<file path="config.mk">
export PLATFORM = sky130hd
export DESIGN_NAME = mem_wb_stage_flat
export DESIGN_NICKNAME = d
export VERILOG_FILES = /design/src/rtl/mem_wb_stage_pkg.sv /design/src/rtl/mem_wb_stage_if.sv /design/src/rtl/mem_wb_stage_watchdog.sv /design/src/rtl/mem_wb_stage.sv /design/src/flat_wrapper.sv
export SDC_FILE = /design/constraint.sdc
export NUM_CORES = 1
export LEC_CHECK = 0
export ABC_CLOCK_PERIOD_IN_PS = 7700
export BUFFER_PORTS_ARGS = -buffer_cell sky130_fd_sc_hd__clkbuf_2
export CAP_MARGIN = 10
export CORE_MARGIN = 2
export CORE_UTILIZATION = 50
export DETAILED_ROUTE_END_ITERATION = 6
export PLACE_DENSITY = 0.82
export SETUP_SLACK_MARGIN = 0.3
export SYNTH_ARGS = -nofsm -noshare
export SYNTH_HDL_FRONTEND = slang
export SYNTH_SLANG_ARGS = --single-unit
</file>
<file path="constraint.sdc">
create_clock -name clk -period 7.7 [get_ports clk]
set_input_delay 0.77 -clock clk [delete_from_list [all_inputs] [get_ports clk]]
set_output_delay 0.77 -clock clk [all_outputs]
set_load 0.02 [all_outputs]
</file>
<file path="src/rtl/mem_wb_stage_pkg.sv">
// ---------------------------------------------------------------------------
// mem_wb_stage_pkg
//   Shared types and constants for the memory/writeback boundary stage.
//   - mem_wb_state_t : dcache wait FSM states
//   - wb_bundle_t    : registered writeback payload {valid, en, rd, data}
//   - REG_ZERO       : architectural zero register index (never written)
//   The bundle is sized for the widest supported build (64-bit datapath,
//   5-bit register index); the stage truncates to its own parameters.
// ---------------------------------------------------------------------------
package mem_wb_stage_pkg;

  localparam int unsigned WB_XLEN  = 64;
  localparam int unsigned WB_REG_W = 5;

  localparam logic [WB_REG_W-1:0] REG_ZERO = '0;

  typedef enum logic [1:0] {
    IDLE    = 2'd0,
    WAIT_LD = 2'd1,
    WAIT_ST = 2'd2
  } mem_wb_state_t;

  typedef struct packed {
    logic                valid;
    logic                en;
    logic [WB_REG_W-1:0] rd;
    logic [WB_XLEN-1:0]  data;
  } wb_bundle_t;

  function automatic logic is_wait_state(input mem_wb_state_t s);
    return (s == WAIT_LD) || (s == WAIT_ST);
  endfunction

endpackage

</file>
<file path="src/rtl/mem_wb_stage_if.sv">
// ---------------------------------------------------------------------------
// mem_wb_stage_if
//   Bundles the memory-stage request, the dcache completion pulses and the
//   writeback/stall outputs of mem_wb_stage.
//   Handshake: an instruction is offered while in_valid=1. It is consumed on
//   the rising edge where in_valid=1 and stall_mem=0. While stall_mem=1 the
//   producer must hold every in_* signal stable; dropping in_valid while
//   stalled is a flush and the instruction is discarded. dcache_valid and
//   write_done are single-cycle completion pulses with no back-pressure.
//   Modports:
//     master : memory stage / dcache side (drives in_*, dcache_valid,
//              write_done; observes stall_mem and wb_*)
//     slave  : mem_wb_stage
// ---------------------------------------------------------------------------
interface mem_wb_stage_if #(
  parameter int unsigned XLEN       = 64,
  parameter int unsigned REG_ADDR_W = 5
);

  logic                  in_valid;
  logic                  in_is_load;
  logic                  in_is_store;
  logic                  in_writes_rd;
  logic [REG_ADDR_W-1:0] in_rd;
  logic [XLEN-1:0]       in_ex_result;
  logic [XLEN-1:0]       in_mem_rdata;
  logic                  dcache_valid;
  logic                  write_done;

  logic                  stall_mem;
  logic                  wb_valid;
  logic                  wb_en;
  logic [REG_ADDR_W-1:0] wb_rd;
  logic [XLEN-1:0]       wb_data;

  modport master (
    output in_valid, in_is_load, in_is_store, in_writes_rd, in_rd,
           in_ex_result, in_mem_rdata, dcache_valid, write_done,
    input  stall_mem, wb_valid, wb_en, wb_rd, wb_data
  );

  modport slave (
    input  in_valid, in_is_load, in_is_store, in_writes_rd, in_rd,
           in_ex_result, in_mem_rdata, dcache_valid, write_done,
    output stall_mem, wb_valid, wb_en, wb_rd, wb_data
  );

endinterface

</file>
<file path="src/rtl/mem_wb_stage_watchdog.sv">
// ---------------------------------------------------------------------------
// mem_wb_watchdog
//   Counts consecutive cycles the stage spends waiting on the dcache and
//   raises a sticky flag once the count reaches TIMEOUT_CYCLES.
//   Ports:
//     clk_i      clock
//     rst_i      asynchronous active-high reset
//     in_wait_i  stage FSM is in a wait state this cycle
//     timeout_o  sticky timeout flag, cleared only by reset
// ---------------------------------------------------------------------------
module mem_wb_watchdog #(
  parameter int unsigned TIMEOUT_CYCLES = 1024
) (
  input  logic clk_i,
  input  logic rst_i,
  input  logic in_wait_i,
  output logic timeout_o
);

  localparam int unsigned CW = $clog2(TIMEOUT_CYCLES + 1);
  localparam logic [CW-1:0] LIMIT = CW'(TIMEOUT_CYCLES);

  logic [CW-1:0] cnt_q, cnt_d;
  logic          timeout_q;

  // The counter sits at zero outside wait states, so entry always starts
  // from zero. It saturates at LIMIT to avoid wrapping on a hung dcache.
  always_comb begin
    cnt_d = '0;
    if (in_wait_i) begin
      cnt_d = (cnt_q == LIMIT) ? cnt_q : cnt_q + CW'(1);
    end
  end

  always_ff @(posedge clk_i or posedge rst_i) begin
    if (rst_i) begin
      cnt_q     <= '0;
      timeout_q <= 1'b0;
    end else begin
      cnt_q     <= cnt_d;
      timeout_q <= timeout_q | (cnt_d == LIMIT);
    end
  end

  assign timeout_o = timeout_q;

endmodule

</file>
<file path="src/rtl/mem_wb_stage.sv">
// ---------------------------------------------------------------------------
// mem_wb_stage
//   Memory/writeback pipeline boundary. Accepts the memory-stage instruction,
//   holds the pipeline while a dcache load or store is outstanding, and
//   registers the register-file write plus retirement strobe.
//   Ports:
//     clk           clock
//     reset         asynchronous active-high reset
//     bus           mem_wb_stage_if.slave: in_* request, dcache_valid,
//                   write_done, stall_mem (combinational), wb_* (registered)
//     instret       retired-instruction counter (wraps)
//     stall_cycles  count of cycles with stall_mem high (wraps)
//     mem_timeout   sticky dcache watchdog flag
//     dbg_state     current FSM state
//   Build option: define MEM_WB_TIMEOUT_EN to enable the dcache watchdog;
//   without it mem_timeout is constant 0.
// ---------------------------------------------------------------------------
module mem_wb_stage
  import mem_wb_stage_pkg::*;
#(
  parameter int unsigned XLEN           = 64,
  parameter int unsigned REG_ADDR_W     = 5,
  parameter int unsigned CNT_W          = 64,
  parameter int unsigned TIMEOUT_CYCLES = 1024
) (
  input  logic               clk,
  input  logic               reset,
  mem_wb_stage_if.slave      bus,
  output logic [CNT_W-1:0]   instret,
  output logic [CNT_W-1:0]   stall_cycles,
  output logic               mem_timeout,
  output mem_wb_state_t      dbg_state
);

  if ((XLEN > WB_XLEN) || (REG_ADDR_W > WB_REG_W) || (TIMEOUT_CYCLES < 1))
  begin : g_bad_cfg
    $error("mem_wb_stage: unsupported parameter combination");
  end

  mem_wb_state_t    state_q;
  wb_bundle_t       wb_q;
  logic [CNT_W-1:0] instret_q;
  logic [CNT_W-1:0] stall_cycles_q;

  logic            sel_load;
  logic            sel_store;
  logic            done;
  logic            stall;
  logic            retire;
  logic [XLEN-1:0] ret_data;

  // While waiting, the operation type is taken from the state so only the
  // matching completion pulse can end the wait. In IDLE a load+store
  // encoding is treated as a load.
  always_comb begin
    sel_load  = 1'b0;
    sel_store = 1'b0;
    case (state_q)
      WAIT_LD: sel_load  = 1'b1;
      WAIT_ST: sel_store = 1'b1;
      default: begin
        sel_load  = bus.in_is_load;
        sel_store = bus.in_is_store & ~bus.in_is_load;
      end
    endcase
  end

  always_comb begin
    done = 1'b1;
    if (sel_load) begin
      done = bus.dcache_valid;
    end else if (sel_store) begin
      done = bus.write_done;
    end
  end

  assign stall  = bus.in_valid & (sel_load | sel_store) & ~done;
  assign retire = bus.in_valid & done;

  always_comb begin
    ret_data = bus.in_ex_result;
    if (sel_load) begin
      ret_data = bus.in_mem_rdata;
    end else if (sel_store) begin
      ret_data = '0;
    end
  end

  always_ff @(posedge clk or posedge reset) begin
    if (reset) begin
      state_q        <= IDLE;
      wb_q           <= '0;
      instret_q      <= '0;
      stall_cycles_q <= '0;
    end else begin
      // Flush (in_valid low) or completion both return to IDLE.
      case (state_q)
        IDLE: begin
          if (stall) begin
            state_q <= sel_load ? WAIT_LD : WAIT_ST;
          end
        end
        WAIT_LD, WAIT_ST: begin
          if (!stall) begin
            state_q <= IDLE;
          end
        end
        default: state_q <= IDLE;
      endcase

      wb_q.valid <= retire;
      wb_q.en    <= retire & bus.in_writes_rd & ~sel_store &
                    (bus.in_rd != REG_ADDR_W'(REG_ZERO));
      if (retire) begin
        wb_q.rd   <= WB_REG_W'(bus.in_rd);
        wb_q.data <= WB_XLEN'(ret_data);
        instret_q <= instret_q + CNT_W'(1);
      end

      if (stall) begin
        stall_cycles_q <= stall_cycles_q + CNT_W'(1);
      end
    end
  end

  assign bus.stall_mem = stall;
  assign bus.wb_valid  = wb_q.valid;
  assign bus.wb_en     = wb_q.en;
  assign bus.wb_rd     = wb_q.rd[REG_ADDR_W-1:0];
  assign bus.wb_data   = wb_q.data[XLEN-1:0];
  assign instret       = instret_q;
  assign stall_cycles  = stall_cycles_q;
  assign dbg_state     = state_q;

`ifdef MEM_WB_TIMEOUT_EN
  mem_wb_watchdog #(
    .TIMEOUT_CYCLES (TIMEOUT_CYCLES)
  ) u_watchdog (
    .clk_i     (clk),
    .rst_i     (reset),
    .in_wait_i (is_wait_state(state_q)),
    .timeout_o (mem_timeout)
  );
`else
  assign mem_timeout = 1'b0;
`endif

endmodule

</file>
<file path="src/flat_wrapper.sv">
// flat-port wrapper written by rule: the top's interface ports become plain ports
module mem_wb_stage_flat import mem_wb_stage_pkg::*;
#(
  parameter int unsigned XLEN           = 64,
  parameter int unsigned REG_ADDR_W     = 5,
  parameter int unsigned CNT_W          = 64,
  parameter int unsigned TIMEOUT_CYCLES = 1024
)
  (clk, reset, instret, stall_cycles, mem_timeout, dbg_state, bus_in_valid, bus_in_is_load, bus_in_is_store, bus_in_writes_rd, bus_in_rd, bus_in_ex_result, bus_in_mem_rdata, bus_dcache_valid, bus_write_done, bus_stall_mem, bus_wb_valid, bus_wb_en, bus_wb_rd, bus_wb_data);
  mem_wb_stage_if #(.XLEN(XLEN), .REG_ADDR_W(REG_ADDR_W)) bus_i ();
  input  logic clk;
  input  logic reset;
  output logic [CNT_W-1:0] instret;
  output logic [CNT_W-1:0] stall_cycles;
  output logic mem_timeout;
  output mem_wb_state_t dbg_state;
  input wire logic [$bits(bus_i.in_valid)-1:0] bus_in_valid;
  input wire logic [$bits(bus_i.in_is_load)-1:0] bus_in_is_load;
  input wire logic [$bits(bus_i.in_is_store)-1:0] bus_in_is_store;
  input wire logic [$bits(bus_i.in_writes_rd)-1:0] bus_in_writes_rd;
  input wire logic [$bits(bus_i.in_rd)-1:0] bus_in_rd;
  input wire logic [$bits(bus_i.in_ex_result)-1:0] bus_in_ex_result;
  input wire logic [$bits(bus_i.in_mem_rdata)-1:0] bus_in_mem_rdata;
  input wire logic [$bits(bus_i.dcache_valid)-1:0] bus_dcache_valid;
  input wire logic [$bits(bus_i.write_done)-1:0] bus_write_done;
  output wire logic [$bits(bus_i.stall_mem)-1:0] bus_stall_mem;
  output wire logic [$bits(bus_i.wb_valid)-1:0] bus_wb_valid;
  output wire logic [$bits(bus_i.wb_en)-1:0] bus_wb_en;
  output wire logic [$bits(bus_i.wb_rd)-1:0] bus_wb_rd;
  output wire logic [$bits(bus_i.wb_data)-1:0] bus_wb_data;
  assign bus_i.in_valid = bus_in_valid;
  assign bus_i.in_is_load = bus_in_is_load;
  assign bus_i.in_is_store = bus_in_is_store;
  assign bus_i.in_writes_rd = bus_in_writes_rd;
  assign bus_i.in_rd = bus_in_rd;
  assign bus_i.in_ex_result = bus_in_ex_result;
  assign bus_i.in_mem_rdata = bus_in_mem_rdata;
  assign bus_i.dcache_valid = bus_dcache_valid;
  assign bus_i.write_done = bus_write_done;
  assign bus_stall_mem = bus_i.stall_mem;
  assign bus_wb_valid = bus_i.wb_valid;
  assign bus_wb_en = bus_i.wb_en;
  assign bus_wb_rd = bus_i.wb_rd;
  assign bus_wb_data = bus_i.wb_data;
  mem_wb_stage #(.XLEN(XLEN), .REG_ADDR_W(REG_ADDR_W), .CNT_W(CNT_W), .TIMEOUT_CYCLES(TIMEOUT_CYCLES)) u_core (.clk(clk), .reset(reset), .bus(bus_i), .instret(instret), .stall_cycles(stall_cycles), .mem_timeout(mem_timeout), .dbg_state(dbg_state));
endmodule
</file>
# --- Yosys cells after proc, flatten, opt, wreduce, memory -nomap -nowiden ---
# Index checks and enable logic that the tools add are counted.
word_totals:
  ff_bits: 201
  latchBits: 0
  mem_bits_rw: 0
  rom_bits: 0
  inputBits: 141
  output_inout_bits: 203
  word_cells: 38
  n_memories: 0
classes:
  n_addsub: 2
  mul: 0
  div_mod_pow: 0
  n_lt_le_gt_ge: 0
  eq_ne: 4
  n_shift: 0
  muxes: 10
  bitwise: 11
  n_reduce_logical: 4
op_table:
  columns: ["cell", "count"]
  rows:
  - ["adder 64 x 1 -> 64 bit, second input constant", 2]
  - ["two-way mux 64 bit", 2]
  - ["bitwise AND 1 bit", 7]
  - ["two-way mux 2 bit", 3]
  - ["nonzero test 5 bit", 1]
  - ["!= test 2 bit, second input constant", 2]
  - ["one-hot mux 1 bit (2 select lines)", 2]
  - ["one-hot mux 2 bit (2 select lines)", 1]
  - ["NOT 1 bit", 3]
  - ["equality test 2 x 1 -> 1 bit, second input constant", 1]
  - ["equality test 2 bit, second input constant", 1]
  - ["logical NOT 2 bit", 1]
  - ["two-way mux 1 bit", 2]
  - ["AND reduction 2 bit", 1]
  - ["OR reduction 2 bit", 1]
  - ["OR 1 bit", 1]

# --- Depth between registers and ports, before layout ---
logic_depth:
  ltp_word: 9
  ltp_mapped: 11
  depth_no_buf: 9

# --- Least setup slack after synthesis ---
# No wires, ideal clock.
synth_path:
  path_type: "register to output"
  startpoint: "register u_core.state_q[0], in the netlist u_core.dbg_state[0]"
  endpoint: "output port bus_stall_mem"
  arrival_ns: 2.240
  t_required_ns: 6.930
  setup_slack_ns: 4.690
  stages_incl_launch_ff: 9
  n_path_buf: 2
  path_cell_list: "dfrtp_1 inv_1 ha_1 buf_6 nor3b_1 or2_2 or4b_1 buf_4 clkinv_1"
synth_between:
  elab_chain_cells: 6
  word_cells_on_any_way: 10
  classes_between: "eq/ne (2); mux (4); bitwise (4)"
synth_lines:
  columns: ["element", "line", "text"]
  rows:
  - ["from (decl)", "mem_wb_stage.sv:40", "mem_wb_state_t state_q;"]
  - ["from (signal assigned)", "mem_wb_stage.sv:100", "state_q <= sel_load ? WAIT_LD : WAIT_ST;"]
  - ["equality test 2 bit or equality test 2 x 1 -> 1 bit (tied branches)", "mem_wb_stage.sv:58", "case (state_q)"]
  - ["one-hot mux 1 bit (2 select lines)", "mem_wb_stage.sv:58", null]
  - ["two-way mux 1 bit", "mem_wb_stage.sv:72", "end else if (sel_store) begin"]
  - ["two-way mux 1 bit", "mem_wb_stage.sv:70", "if (sel_load) begin"]
  - ["NOT 1 bit", "mem_wb_stage.sv:77", "assign stall = bus.in_valid & (sel_load | sel_store) & ~done;"]
  - ["bitwise AND 1 bit *", "mem_wb_stage.sv:77", null]
  - ["to (decl)", "flat_wrapper.sv:26", "output wire logic [$bits(bus_i.stall_mem)-1:0] bus_stall_mem;"]
# Mark *: on every way between the ends. The rest lies on a longest branch, timed or not.

# --- Worst setup path after layout ---
layout_path:
  startpoint: "register u_core.state_q[1], in the netlist u_core.dbg_state[1]"
  endpoint: "output port bus_stall_mem"
# The elaborated chain is that of the path after synthesis.

==> metrics.txt <==
run status=finished with violations; failing checks=design-rule violations; max-cap viol count=0; delay-heaviest family, CP=simple AND/OR/NAND/NOR gates; Clk pin slew, worst setup/hold paths=0.06 ns; sequential area share after synthesis=approximately 54%; Post-Syn Nets=approximately 1.0k; Setup Buffers After CTS=0; ant diodes=0; GPL Wtd Cong=between 0.8 and 0.9; Worst Path Required=6.93 ns; Resized cells post-CTS=0; port bufs=342; Hold Buf Count CTS=0; Die Wd=140 µm; final hold vios=0; area share of xor/xnor cells in the synthesized design=11.9%; Initial Utilization=between 50% and 60%; worst flop-to-flop path startpoint=u_core.dbg_state[1]$_DFFE_PP0P_; Synth Instances=roughly 900; Vias/cell=5.53; full die area=19,600 µm²; Setup Viol. Count Final=0; Syn-to-layout area delta=28.6%; Avg WL per Cell=17.7 µm; total CTS buffers=23; Max Fclk=260 MHz; Synth cell types=46; Final nets=between 1k and 1.5k; yosys warns=0; global-route wire length before repair=41,900 µm; num ports=~340; synth top area cells=dfrtp_1 (54%), xor2_1 (6.8%), nand2_1 (5.4%); crit-path cells=inv_1 > ha_1 > nor3b_1 > or2_2 > or4b_1 > clkinv_1 > clkbuf_2; Worst VDD drop=191 µV; DRC viols=17; largest net degree at the start of global routing=127; complex-gate fraction of the synthesized area=9.48%; FFs w/ async S/R, synth=100%; vias in the first global route=8,156; Arr. time, crit path=3.08 ns; Sinks on Clock Net=201; crit path max-delay cell type=or4b_1; placed wire-length estimate=18,800 µm; Synth Area in Adders=0.676%; Post-synth EDFFs=0; top cell type's share of synthesized area=54.3%; CP Capture Type=primary output; initial antenna violation count=1; core area=18,100 µm²; main combinational cell family by area after synthesis=simple AND/OR/NAND/NOR gates; Slowest Stage Delay on Critical Path=0.68 ns; Root Buffer=clkbuf_16; reg2reg setup slack=4.25 ns; Tcrit/Tclk final=approximately 50%; post-route ant nets=0; number of DRC markers in iteration 0=451; RSZ-0062 raised after global routing=no; reg-to-reg endpoint=u_core.instret[4]$_DFFE_PP0P_; chip height=140 µm; drt total wl=roughly 26,000 µm; CTS tree=yes; Synth area leader=dfrtp_1; Power Density=between 200 and 300 nW/µm²; fin. max-slew vios=0; DRT Pass-1 Iters=7; multiplexer area fraction after synthesis=0.230%; Worst-Margin Slew=0.917 ns; fin crit period=3.85 ns; worst skew pair latency=0.50 ns; type of origin of the critical path=flop; CP Buf/Inv Count=3; Post-Synth Simple-Gate Area=20.5%; Total Routing Usage GR=roughly a quarter; most frequent cells in the layout=clkbuf_2 (342), dfrtp_1 (201), nand2_1 (132); proportion of layout cells with a drive suffix above 1=32.4%; relative slew slack=38.9%; Static Leakage=6.23 nW; cells on worst reg2reg path=9; setup TNS=0 ns; worst-path maximum fanout=10; Final Skew=~0.0099 ns; average size of a mapped cell=a little over 10 µm²; Crit Path Class=flop to primary output; GRT Residual Overflow=0; routed vias=around 8k; Total Power=0.00351 W; Synth Flop Type=dfrtp_1; Post-Syn Area=about 9300 µm²; Hold Crit Class=input pin to async pin; htree depth=1; row count=49; number of synthesized register bits=roughly 200; clk buf depth=3; commonest non-fill, non-tap cell in the layout=clkbuf_2
cells in the mapped netlist (5+ instances only):
library cell  instances
a22oi_1              65
and3_1               15
and4_1               12
buf_2                 6
clkbuf_1             27
dfrtp_1             201
ha_1                  5
inv_1                14
nand2_1             132
nand3_1              59
nand4_1              28
nor2_1               43
nor3_1               36
nor4_1               12
o21ai_0              65
xnor2_1              54
xor2_1               72
power by group:
group | internal [W] | switching (W) | leakage [nW] | total [W]
registers | 0.00125 | 0.000129 | 2.67 | 0.00138
clock network | 0.000698 | 0.000433 | 0.390 | 0.00113
logic | 0.000313 | 0.000689 | 3.17 | 0.00100
total | 0.00226 | 0.00125 | 6.23 | 0.00351
kinds of logic after synthesis:
kind of cell,Yosys count
adders and majority gates,5
buffers and inverters,58
other,1
xor gates and xnor gates,126
DFF,201
muxes,2
and+or+nand+nor,369
AOI/OAI and AO/OA,135
worst max-delay path by stage:
stage / from / endpoint / slack (ns) / depth (start not counted)
detailed placement: bus_in_is_load / u_core.instret[4]$_DFFE_PP0P_ / 4.16 / 9
finish: u_core.dbg_state[1]$_DFFE_PP0P_ / bus_stall_mem / 3.85 / 7
CTS: u_core.dbg_state[1]$_DFFE_PP0P_ / bus_stall_mem / 3.83 / 7
global placement: bus_in_is_load / u_core.instret[4]$_DFFE_PP0P_ / 4.26 / 9
global route: u_core.dbg_state[1]$_DFFE_PP0P_ / bus_stall_mem / 3.67 / 7
floorplan: reset / u_core.bus.wb_data[0]$_DFFE_PP0P_ / 1.45 / 1
flip-flops by register name, indices dropped and copies added (netlist names):
register and cells:
u_core.bus.wb_rd 5, u_core.bus.wb_en 1, u_core.stall_cycles 64, u_core.instret 64, u_core.bus.wb_data 64, u_core.dbg_state 2
u_core.bus.wb_valid 1
metal layers:
metal / track usage, % / wire [µm] / vias to the layer above
met3: 7.49 / 2280 / 71
met1: 33.6 / 10400 / 3930
li1: - / - / 3806
met2: 43.0 / 12500 / 336
met4: 9.20 / 852 / 2
met5: 0 / 11 / -
metrics by stage:
stage          cell area (µm²)  setup WS (ns)  cells  hold WS (ns)  utilization [%]
6_report                 11900           3.85   1473         0.402             65.8
5_1_grt                  11900           3.67   1473         0.477             65.8
4_1_cts                  11900           3.83   1473         0.461             65.8
3_5_place_dp             11100           4.16   1431         0.457             61.4
3_3_place_gp             11100           4.26   1431         0.458             61.4
2_1_floorplan             9260           1.45    897         0.578                -
worst reg2reg max path: stages (launching register included):
cell and delay (ns):
dfrtp_1 0.42, inv_1 0.09, ha_1 0.24, o311a_1 0.50, o21ai_4 0.19, buf_4 0.37, buf_4 0.70, clkinv_1 0.53
nand3_1 0.22, xnor2_1 0.13
area by class of cell:
| type | instances | area [µm²] |
|---|---|---|
| clock buffers | 31 | 656 |
| clock inverters | 11 | 139 |
| fillers | 1380 | 6180 |
| inverters | 16 | 67.6 |
| multi-input cells | 638 | 3980 |
| flip-flops and latches | 201 | 5030 |
| well taps | 229 | 287 |
| repair buffers | 347 | 1750 |
Power figures use the tool's default switching activity.
